$ cat config.mk
export PLATFORM = sky130hd
export DESIGN_NAME = alu_control_seq
export DESIGN_NICKNAME = d
export VERILOG_FILES = /design/src/rtl/alu_control_seq.sv
export SDC_FILE = /design/constraint.sdc
export NUM_CORES = 1
export LEC_CHECK = 0
export ABC_CLOCK_PERIOD_IN_PS = 3700
export BUFFER_PORTS_ARGS = -buffer_cell sky130_fd_sc_hd__buf_4
export CORE_MARGIN = 5
export CORE_UTILIZATION = 32
export CTS_BUF_LIST = sky130_fd_sc_hd__clkbuf_8
export CTS_CLUSTER_SIZE = 25
export DETAILED_ROUTE_END_ITERATION = 7
export PLACE_DENSITY_LB_ADDON = 0.25
export REMOVE_ABC_BUFFERS = 1
export SYNTH_ARGS = -nofsm -noshare
export SYNTH_HDL_FRONTEND = slang
export SYNTH_SLANG_ARGS = --single-unit
$ cat constraint.sdc
create_clock -name clk -period 3.7 [get_ports clk]
set_input_delay 0.74 -clock clk [delete_from_list [all_inputs] [get_ports clk]]
set_output_delay 0.74 -clock clk [all_outputs]
set_load 0.01 [all_outputs]
$ cat src/rtl/alu_control_seq.sv
// Registered ALU control decoder behind a valid/ready handshake, with an
// illegal-encoding flag, programmable-latency mult/div and synchronous flush.
module alu_control_seq #(
  parameter int MUL_LAT = 4,
  parameter int DIV_LAT = 32,
  parameter int CNT_W   = $clog2((MUL_LAT > DIV_LAT ? MUL_LAT : DIV_LAT) + 1)
) (
  input  logic       clk,
  input  logic       rst_n,
  input  logic       flush,
  input  logic       in_valid,
  output logic       in_ready,
  input  logic [2:0] alu_op,
  input  logic [5:0] funct,
  output logic       out_valid,
  input  logic       out_ready,
  output logic [3:0] op,
  output logic       illegal,
  output logic       busy
);

  localparam int NFUNCT = 19;

  // Entry i of FUNCT_TAB maps to entry i of OP_TAB; functs are all distinct.
  localparam logic [NFUNCT*6-1:0] FUNCT_TAB = {
    6'b100100, 6'b001100, 6'b100101, 6'b001101, 6'b100110, 6'b001110,
    6'b100111, 6'b100000, 6'b100001, 6'b001000, 6'b100010, 6'b100011,
    6'b101010, 6'b001010, 6'b000010, 6'b000000, 6'b000011, 6'b011000,
    6'b011010
  };
  localparam logic [NFUNCT*4-1:0] OP_TAB = {
    4'b0000, 4'b0000, 4'b0001, 4'b0001, 4'b0010, 4'b0010,
    4'b0011, 4'b0101, 4'b0101, 4'b0101, 4'b0110, 4'b0110,
    4'b0111, 4'b0111, 4'b1000, 4'b1001, 4'b1010, 4'b1011,
    4'b1100
  };

  localparam logic [3:0] OP_ADD = 4'b0101;
  localparam logic [3:0] OP_SUB = 4'b0110;
  localparam logic [3:0] OP_MUL = 4'b1011;
  localparam logic [3:0] OP_DIV = 4'b1100;

  localparam logic [CNT_W-1:0] MUL_CNT = CNT_W'(MUL_LAT - 1);
  localparam logic [CNT_W-1:0] DIV_CNT = CNT_W'(DIV_LAT - 1);
  localparam logic [CNT_W-1:0] CNT_ONE = CNT_W'(1);

  typedef enum logic [1:0] {
    S_IDLE  = 2'd0,
    S_MULTI = 2'd1,
    S_FULL  = 2'd2
  } state_t;

  state_t           state_reg, state_next;
  logic [CNT_W-1:0] cnt_reg, cnt_next;
  logic [3:0]       op_reg, op_next;
  logic             illegal_reg, illegal_next;
  logic             out_valid_reg, out_valid_next;
  logic             busy_reg, busy_next;

  logic [NFUNCT-1:0]       hit;
  logic [NFUNCT:0][3:0]    op_acc;
  logic [3:0]              dec_op;
  logic                    dec_illegal;
  logic                    dec_multi;
  logic [CNT_W-1:0]        dec_cnt;
  logic                    accept;

  // Table match: at most one hit, so OR-accumulating the masked codes yields the match.
  assign op_acc[0] = 4'b0000;
  genvar gi;
  for (gi = 0; gi < NFUNCT; gi++) begin : g_tab
    assign hit[gi]      = (funct == FUNCT_TAB[gi*6 +: 6]);
    assign op_acc[gi+1] = op_acc[gi] | (hit[gi] ? OP_TAB[gi*4 +: 4] : 4'b0000);
  end

  always_comb begin
    dec_op      = OP_ADD;
    dec_illegal = 1'b0;
    case (alu_op)
      3'b001:  dec_op = OP_ADD;
      3'b010:  dec_op = OP_SUB;
      3'b100: begin
        if (|hit) begin
          dec_op = op_acc[NFUNCT];
        end else begin
          dec_illegal = 1'b1;
        end
      end
      default: dec_illegal = 1'b1;
    endcase
  end

  // A latency of one skips MULTI entirely and lands in FULL like a single-cycle op.
  always_comb begin
    dec_multi = 1'b0;
    dec_cnt   = '0;
    if (dec_op == OP_MUL) begin
      dec_multi = (MUL_LAT > 1);
      dec_cnt   = MUL_CNT;
    end else if (dec_op == OP_DIV) begin
      dec_multi = (DIV_LAT > 1);
      dec_cnt   = DIV_CNT;
    end
  end

  // State and output registers.
  always_ff @(posedge clk or negedge rst_n) begin
    if (!rst_n) begin
      state_reg     <= S_IDLE;
      cnt_reg       <= '0;
      op_reg        <= 4'b0000;
      illegal_reg   <= 1'b0;
      out_valid_reg <= 1'b0;
      busy_reg      <= 1'b0;
    end else begin
      state_reg     <= state_next;
      cnt_reg       <= cnt_next;
      op_reg        <= op_next;
      illegal_reg   <= illegal_next;
      out_valid_reg <= out_valid_next;
      busy_reg      <= busy_next;
    end
  end

  // Next-state logic.
  always_comb begin
    state_next   = state_reg;
    cnt_next     = cnt_reg;
    op_next      = op_reg;
    illegal_next = illegal_reg;
    accept       = in_valid && in_ready;

    case (state_reg)
      S_IDLE: ;
      S_MULTI: begin
        if (cnt_reg == '0) begin
          state_next = S_FULL;
        end else begin
          cnt_next = cnt_reg - CNT_ONE;
        end
      end
      S_FULL: begin
        if (out_ready && !accept) begin
          state_next = S_IDLE;
        end
      end
      default: state_next = S_IDLE;
    endcase

    if (accept) begin
      op_next      = dec_op;
      illegal_next = dec_illegal;
      if (dec_multi) begin
        state_next = S_MULTI;
        cnt_next   = dec_cnt;
      end else begin
        state_next = S_FULL;
        cnt_next   = '0;
      end
    end

    // Flush wins over everything; op/illegal are deliberately left as they were.
    if (flush) begin
      state_next = S_IDLE;
      cnt_next   = '0;
    end
  end

  // Output logic: in_ready is the only combinational output.
  always_comb begin
    in_ready       = !flush &&
                     ((state_reg == S_IDLE) || ((state_reg == S_FULL) && out_ready));
    out_valid_next = (state_next == S_FULL);
    busy_next      = (state_next == S_MULTI);
  end

  assign out_valid = out_valid_reg;
  assign busy      = busy_reg;
  assign op        = op_reg;
  assign illegal   = illegal_reg;

endmodule
* Yosys cells after proc, flatten, opt, wreduce, memory -nomap -nowiden *
Index checks and enable logic that the tools add are counted.

storage, ports and cells
  logic and storage cells = 101
  input port bits = 14
  register bits = 15
  output and inout bits = 8

operators by class
  reduce and logical (&&, ||, !) cells = 14
  multiplexer cells = 36
  equal/unequal tests = 28
  bitwise logic cells = 16
  $add $sub $neg = 1

operators with widths
  operator                                                             count
  6-bit == test (second input constant)                                9
  6-bit by 4-bit == test with 1-bit output (second input constant)     5
  6-bit 2-to-1 mux                                                     5
  4-bit by 3-bit OR with 4-bit output                                  7
  4-bit 2-to-1 mux                                                     6
  3-bit 2-to-1 mux                                                     7
  19-bit OR reduction                                                  1
  2-bit 2-to-1 mux                                                     8
  4-bit OR                                                             4
  6-bit by 2-bit == test with 1-bit output (second input constant)     2
  6-bit by 5-bit == test with 1-bit output (second input constant)     2
  6-bit zero test                                                      2
  4-bit by 2-bit OR with 4-bit output                                  3
  5-bit 2-to-1 mux                                                     2
  4-bit == test (second input constant)                                2
  4-bit by 1-bit OR with 4-bit output                                  2
  4-bit one-hot mux with 2 select lines                                1
  2-bit one-hot mux with 3 select lines                                1
  6-bit by 1-bit subtractor with 6-bit output (second input constant)  1
  1-bit 2-to-1 mux                                                     5
  2-bit by 1-bit == test with 1-bit output (second input constant)     2
  2-bit == test (second input constant)                                2
  1-bit logical AND                                                    4
  3-bit by 1-bit == test with 1-bit output (second input constant)     1
  10 further kinds                                                     11

* Logic depth before layout (Yosys ltp) *
  depth after elaboration = 27
  depth in mapped cells = 8
  gate-level depth less buffers = 8

* Worst setup path after synthesis *
OpenSTA, ideal clock, no wires.

  path type = in2reg
  start = in funct[5]
  end = reg busy_reg (netlist: busy)
  data required time = 3.558 ns
  path buffers = 1
  path slack = 1.325 ns
  arrival = 2.233 ns
  library setup time = 0.142 ns
  stages on the path = 7
  cell sequence = buf_2 > nand2b_1 > a21o_1 > a31o_2 > a2111oi_1 > o31a_1 > a21oi_1

on the way
  word-level cells in the longest chain between the ends = 27
  elaborated cells on any way between the ends = 63
  classes of those cells = eq/ne (21); mux (24); bitwise (16); reduce/logical (2)

RTL lines
  item                                               line  text
  start: declaration                                 14    input logic [5:0] funct,
  6-bit by 5-bit == test with 1-bit output           72    assign hit[gi] = (funct == FUNCT_TAB[gi*6 +: 6]);
  4-bit 2-to-1 mux                                   73    assign op_acc[gi+1] = op_acc[gi] | (hit[gi] ? OP_TAB[gi*4 +: 4] : 4'b0000);
  4-bit OR (4 in series)                             73
  4-bit by 3-bit OR with 4-bit output (7 in series)  73
  4-bit by 2-bit OR with 4-bit output (3 in series)  73
  4-bit by 1-bit OR with 4-bit output (2 in series)  73
  4-bit 2-to-1 mux (*)                               83    if (|hit) begin
  4-bit one-hot mux with 2 select lines (*)          79    case (alu_op)
  4-bit == test                                      100   end else if (dec_op == OP_DIV) begin
  1-bit 2-to-1 mux                                   100
  1-bit 2-to-1 mux (*)                               97    if (dec_op == OP_MUL) begin
  2-bit 2-to-1 mux (*)                               153   if (dec_multi) begin
  2-bit 2-to-1 mux (*)                               150   if (accept) begin
  2-bit 2-to-1 mux (*)                               163   if (flush) begin
  2-bit by 1-bit == test with 1-bit output (*)       174   busy_next = (state_next == S_MULTI);
  named net busy_next                                58    logic busy_reg, busy_next;
  end signal: assignment                             121   busy_reg <= busy_next;
  end: declaration                                   58

The timed path passes the listed nets; every way through them passes the cells marked *.
A chain may end at the register's enable or synchronous reset.

* Worst setup path in the final report *
  start = in funct[0]
  end = reg cnt_reg[0]

on the way
  word-level cells in the longest chain between the ends = 26
  elaborated cells on any way between the ends = 64
  classes of those cells = eq/ne (20); mux (26); bitwise (16); reduce/logical (2)

RTL lines
  item                                                         line  text
  6-bit by 5-bit == test with 1-bit output                     72
  4-bit 2-to-1 mux                                             73
  4-bit OR (4 in series)                                       73
  4-bit by 3-bit OR with 4-bit output (7 in series)            73
  4-bit by 2-bit OR with 4-bit output (3 in series)            73
  4-bit by 1-bit OR with 4-bit output (2 in series)            73
  4-bit 2-to-1 mux (*)                                         83
  4-bit one-hot mux with 2 select lines (*)                    79
  4-bit == test                                                100
  5-bit 2-to-1 mux / 1-bit 2-to-1 mux (equally long branches)  100
  5-bit 2-to-1 mux / 1-bit 2-to-1 mux (equally long branches)  97
  6-bit 2-to-1 mux (*)                                         153
  6-bit 2-to-1 mux (*)                                         150
  6-bit 2-to-1 mux (*)                                         163
  end signal: assignment                                       117   cnt_reg <= cnt_next;
  end: declaration                                             54    logic [CNT_W-1:0] cnt_reg, cnt_next;

Every way passes the cells marked *; elsewhere a longest branch is shown, timed or not.

==> results by group <==
Run status
  • Status: completed

STA
  • Worst Tran Pin Value: 0.5411 ns
  • Final setup vio count: 0
  • Relative slew slack: 0.6385
  • Fin worst setup slack: roughly 1.4 ns
  • Final Hold Viols: 0
  • Final min period: around 2.3 ns
  • Fin. max-slew vios: 0
  • Layout Skew: ~0.0062 ns
  • Fin crit share: 0.6307
  • RSZ-0062 raised after global routing: false
  • Fmax: ~430 MHz
  • TNS Setup: 0 ns

Synth
  • Yosys top cell area share: 0.3390
  • Count of state elements after synthesis: 15
  • Post-synthesis sequential area ratio: 0.3390
  • Post-synth top flop: dfrtp_1
  • Commonest cells post-synth: dfrtp_1, nand2_1, a21oi_1
  • Synth Area in Compound Gates: 0.3062
  • Number of synthesized flops with an enable pin: 0
  • Cells after synthesis: around 130
  • Synth Area in Simple Gates: 0.2475
  • Average cell area after synthesis: ~8.4 um^2
  • Post-Syn Area: 1107 um^2
  • Synth warnings: 0
  • Async S/R FF share, synth: 1.000
  • Unique masters post-synth: 46
  • Area contributors post-synth: dfrtp_1, nand2_1, a21oi_1
  • Most numerous cell in the Yosys netlist: dfrtp_1
  • Adder-cell share of the synthesized area: 0.01130
  • Mux contribution to synthesized area: 0.01017
  • Combinational family with the most area after synthesis: compound AO/OA/AOI/OAI gates
  • Leading area contributor after synthesis: dfrtp_1
  • Xor/xnor cell area share of the yosys netlist: 0.03164

Floorplan
  • Die Ht: 68.83 um
  • Row count: 21
  • Core ar.: about 3300 um^2
  • Full die area: around 4700 um^2
  • Die X: just under 70 um
  • IO Pins: 22
  • Initial Util: 0.3318

Critical path
  • Critical Path Fanout Max: 13
  • Worst EP arrival: between 2 and 2.5 ns
  • R2r endpoint: cnt_reg[5]
  • Worst r2r src: cnt_reg[0]
  • Flop2flop setup slack: between 1 and 1.5 ns
  • Kind of start point of the critical path: input port
  • Crit-path cells: buf_4 > or4b_4 > nor2_4 > o2bb2ai_1 > o22ai_1 > o31a_1 > a221oi_2
  • Data required, critical path: 3.85 ns
  • CP max stage cell: or4b_4
  • Crit path max-delay family: compound AO/OA/AOI/OAI gates
  • FF-to-FF path depth: 8
  • Max incr delay on CP: around 0.6 ns
  • CP Class: in -> reg
  • Worst path bufs/invs: 1
  • Crit. End Element: register

Power and ir drop
  • Lkg Pwr: 0.5487 nW
  • PD cells: roughly 300 nW/um^2
  • Worst vdd ir: 0.0001040 V

Clock tree
  • Root Buffer: clkbuf_8
  • Clock transition at path regs: approximately 0.060 ns
  • CTS resizes: 0
  • # clock sinks: 15
  • CTS tree: built
  • CTS Buf Count: 3
  • Max clock buf depth: 2
  • # hold bufs at CTS: 0
  • H-Tree Depth: 1
  • Clock latency at the later pin of the worst-skew pair: around 0.25 ns
  • Post-CTS Setup Bufs: 0

Layout
  • Area Overhead vs Synth: 20.56%
  • Max reg flops: 6
  • Nets: between 150 and 200
  • Share of cells above drive strength 1: 0.2282
  • # diodes: 0
  • Fillers: around 350

Global route
  • Initial antenna violation count: 0
  • Total global-route track usage: 0.1220
  • Largest net degree at the start of global routing: 17
  • Number of global-route vias before repair: between 900 and 1000
  • First-pass GRT wire length: ~4.4 mm
  • GRT Residual Overflow: 0

Routing
  • # DRC: 0
  • Drt first pass iters: 4
  • 1st-iter DRT viols: 63
  • Drt via density: between 5 and 6
  • Post-route antenna net violation count: 0
  • DR WL/cell: approximately 13 um
  • Final WL: about 2.6 mm
  • Vias after detailed routing: ~1000

Place
  • Worst slack, placed: around 1.1 ns
  • Detailed Place HPWL: about 2.0 mm
  • Port Buf Inserts: 21
  • Gpl congestion: 0.7700

Flow run
  • Max-Cap Viols: 0

Min path
  • Hold crit path type: in -> async
[cell type report]
class	instances	area, um^2	area share
multi-input cells	102	671.9	0.5033
well taps	46	57.56	0.04311
repair buffers	21	157.7	0.1181
clock buffers	3	41.29	0.03093
inverters	7	26.28	0.01968
clock inverters	1	5.005	0.003749
flip-flops and latches	15	375.4	0.2812
[power breakdown]
part | total (W) | switching (W) | internal, W | leakage [nW]
sequential | 0.000181 | 0.00000654 | 0.000174 | 0.198
combinational | 0.0000945 | 0.0000524 | 0.0000421 | 0.325
clock | 0.000132 | 0.0000575 | 0.0000746 | 0.0255
[through the flow]
step | cell area (um^2) | hold slack [ns] | power, W | std cells | utilization
floorplan | 1074 | 0.4444 | 0.0002292 | 124 | -
global placement | 1289 | 0.4624 | 0.0002774 | 191 | 0.3862
detailed placement | 1289 | 0.4685 | 0.0002784 | 191 | 0.3862
CTS | 1335 | 0.3329 | 0.0004130 | 195 | 0.4001
global route | 1335 | 0.3305 | 0.0004330 | 195 | 0.4001
finish | 1335 | 0.3303 | 0.0004071 | 195 | 0.4001
[worst reg2reg max path, cell delays in order, from the launching register on]
cell and delay (ns):
dfrtp_1 0.41, inv_1 0.07, ha_1 0.15, or3b_2 0.49, o311ai_2 0.44, nor4_1 0.15, nor3b_1 0.18, mux2_2 0.27
nor2_1 0.09
[logic make-up after synthesis]
logic type                 after synthesis
adders and majority gates                1
and+or+nand+nor                         49
muxes                                    1
AOI/OAI and AO/OA                       47
buffers and inverters                   15
xor gates and xnor gates                 4
DFF                                     15
[per-layer routing]
metal | up-vias | GRT usage | share of wire
li1 | 523 | - | -
met1 | 465 | 0.1652 | 0.47
met2 | 24 | 0.1919 | 0.47
met3 | 5 | 0.01945 | 0.046
met4 | 0 | 0.05109 | 0.017
met5 | - | 0 | 0
[worst max-delay path by stage]
stage                     startpoint    endpoint  slack, ns  cells after the start
final                       funct[0]  cnt_reg[0]       1.37                      7
after global routing      cnt_reg[1]  cnt_reg[5]       1.13                      8
after CTS                 cnt_reg[0]  cnt_reg[5]       1.38                      8
after detailed placement    funct[0]  cnt_reg[0]       1.14                      7
after global placement      funct[0]  cnt_reg[0]       1.13                      7
after floorplan             funct[0]  cnt_reg[0]       1.43                      6
[cells in the final DEF (no fill, tap or decap), drive strengths merged, types with 2 or more instances in the layout]
master / Yosys / final
nor3: 5 / 5
clkbuf: 5 / 3
xor2: 3 / 3
a31oi: 4 / 4
a21oi: 8 / 8
a211oi: 3 / 3
a221oi: 2 / 2
o31a: 2 / 2
or3b: 2 / 2
nor2b: 4 / 4
dfrtp: 15 / 15
o21ai: 6 / 6
buf: 3 / 21
nor2: 7 / 7
o21bai: 2 / 2
nand2b: 6 / 6
o22ai: 4 / 4
nand2: 13 / 13
nor4: 2 / 2
o21a: 2 / 2
nor3b: 3 / 3
o31ai: 3 / 3
inv: 7 / 7
(Power assumes the default switching activity.)
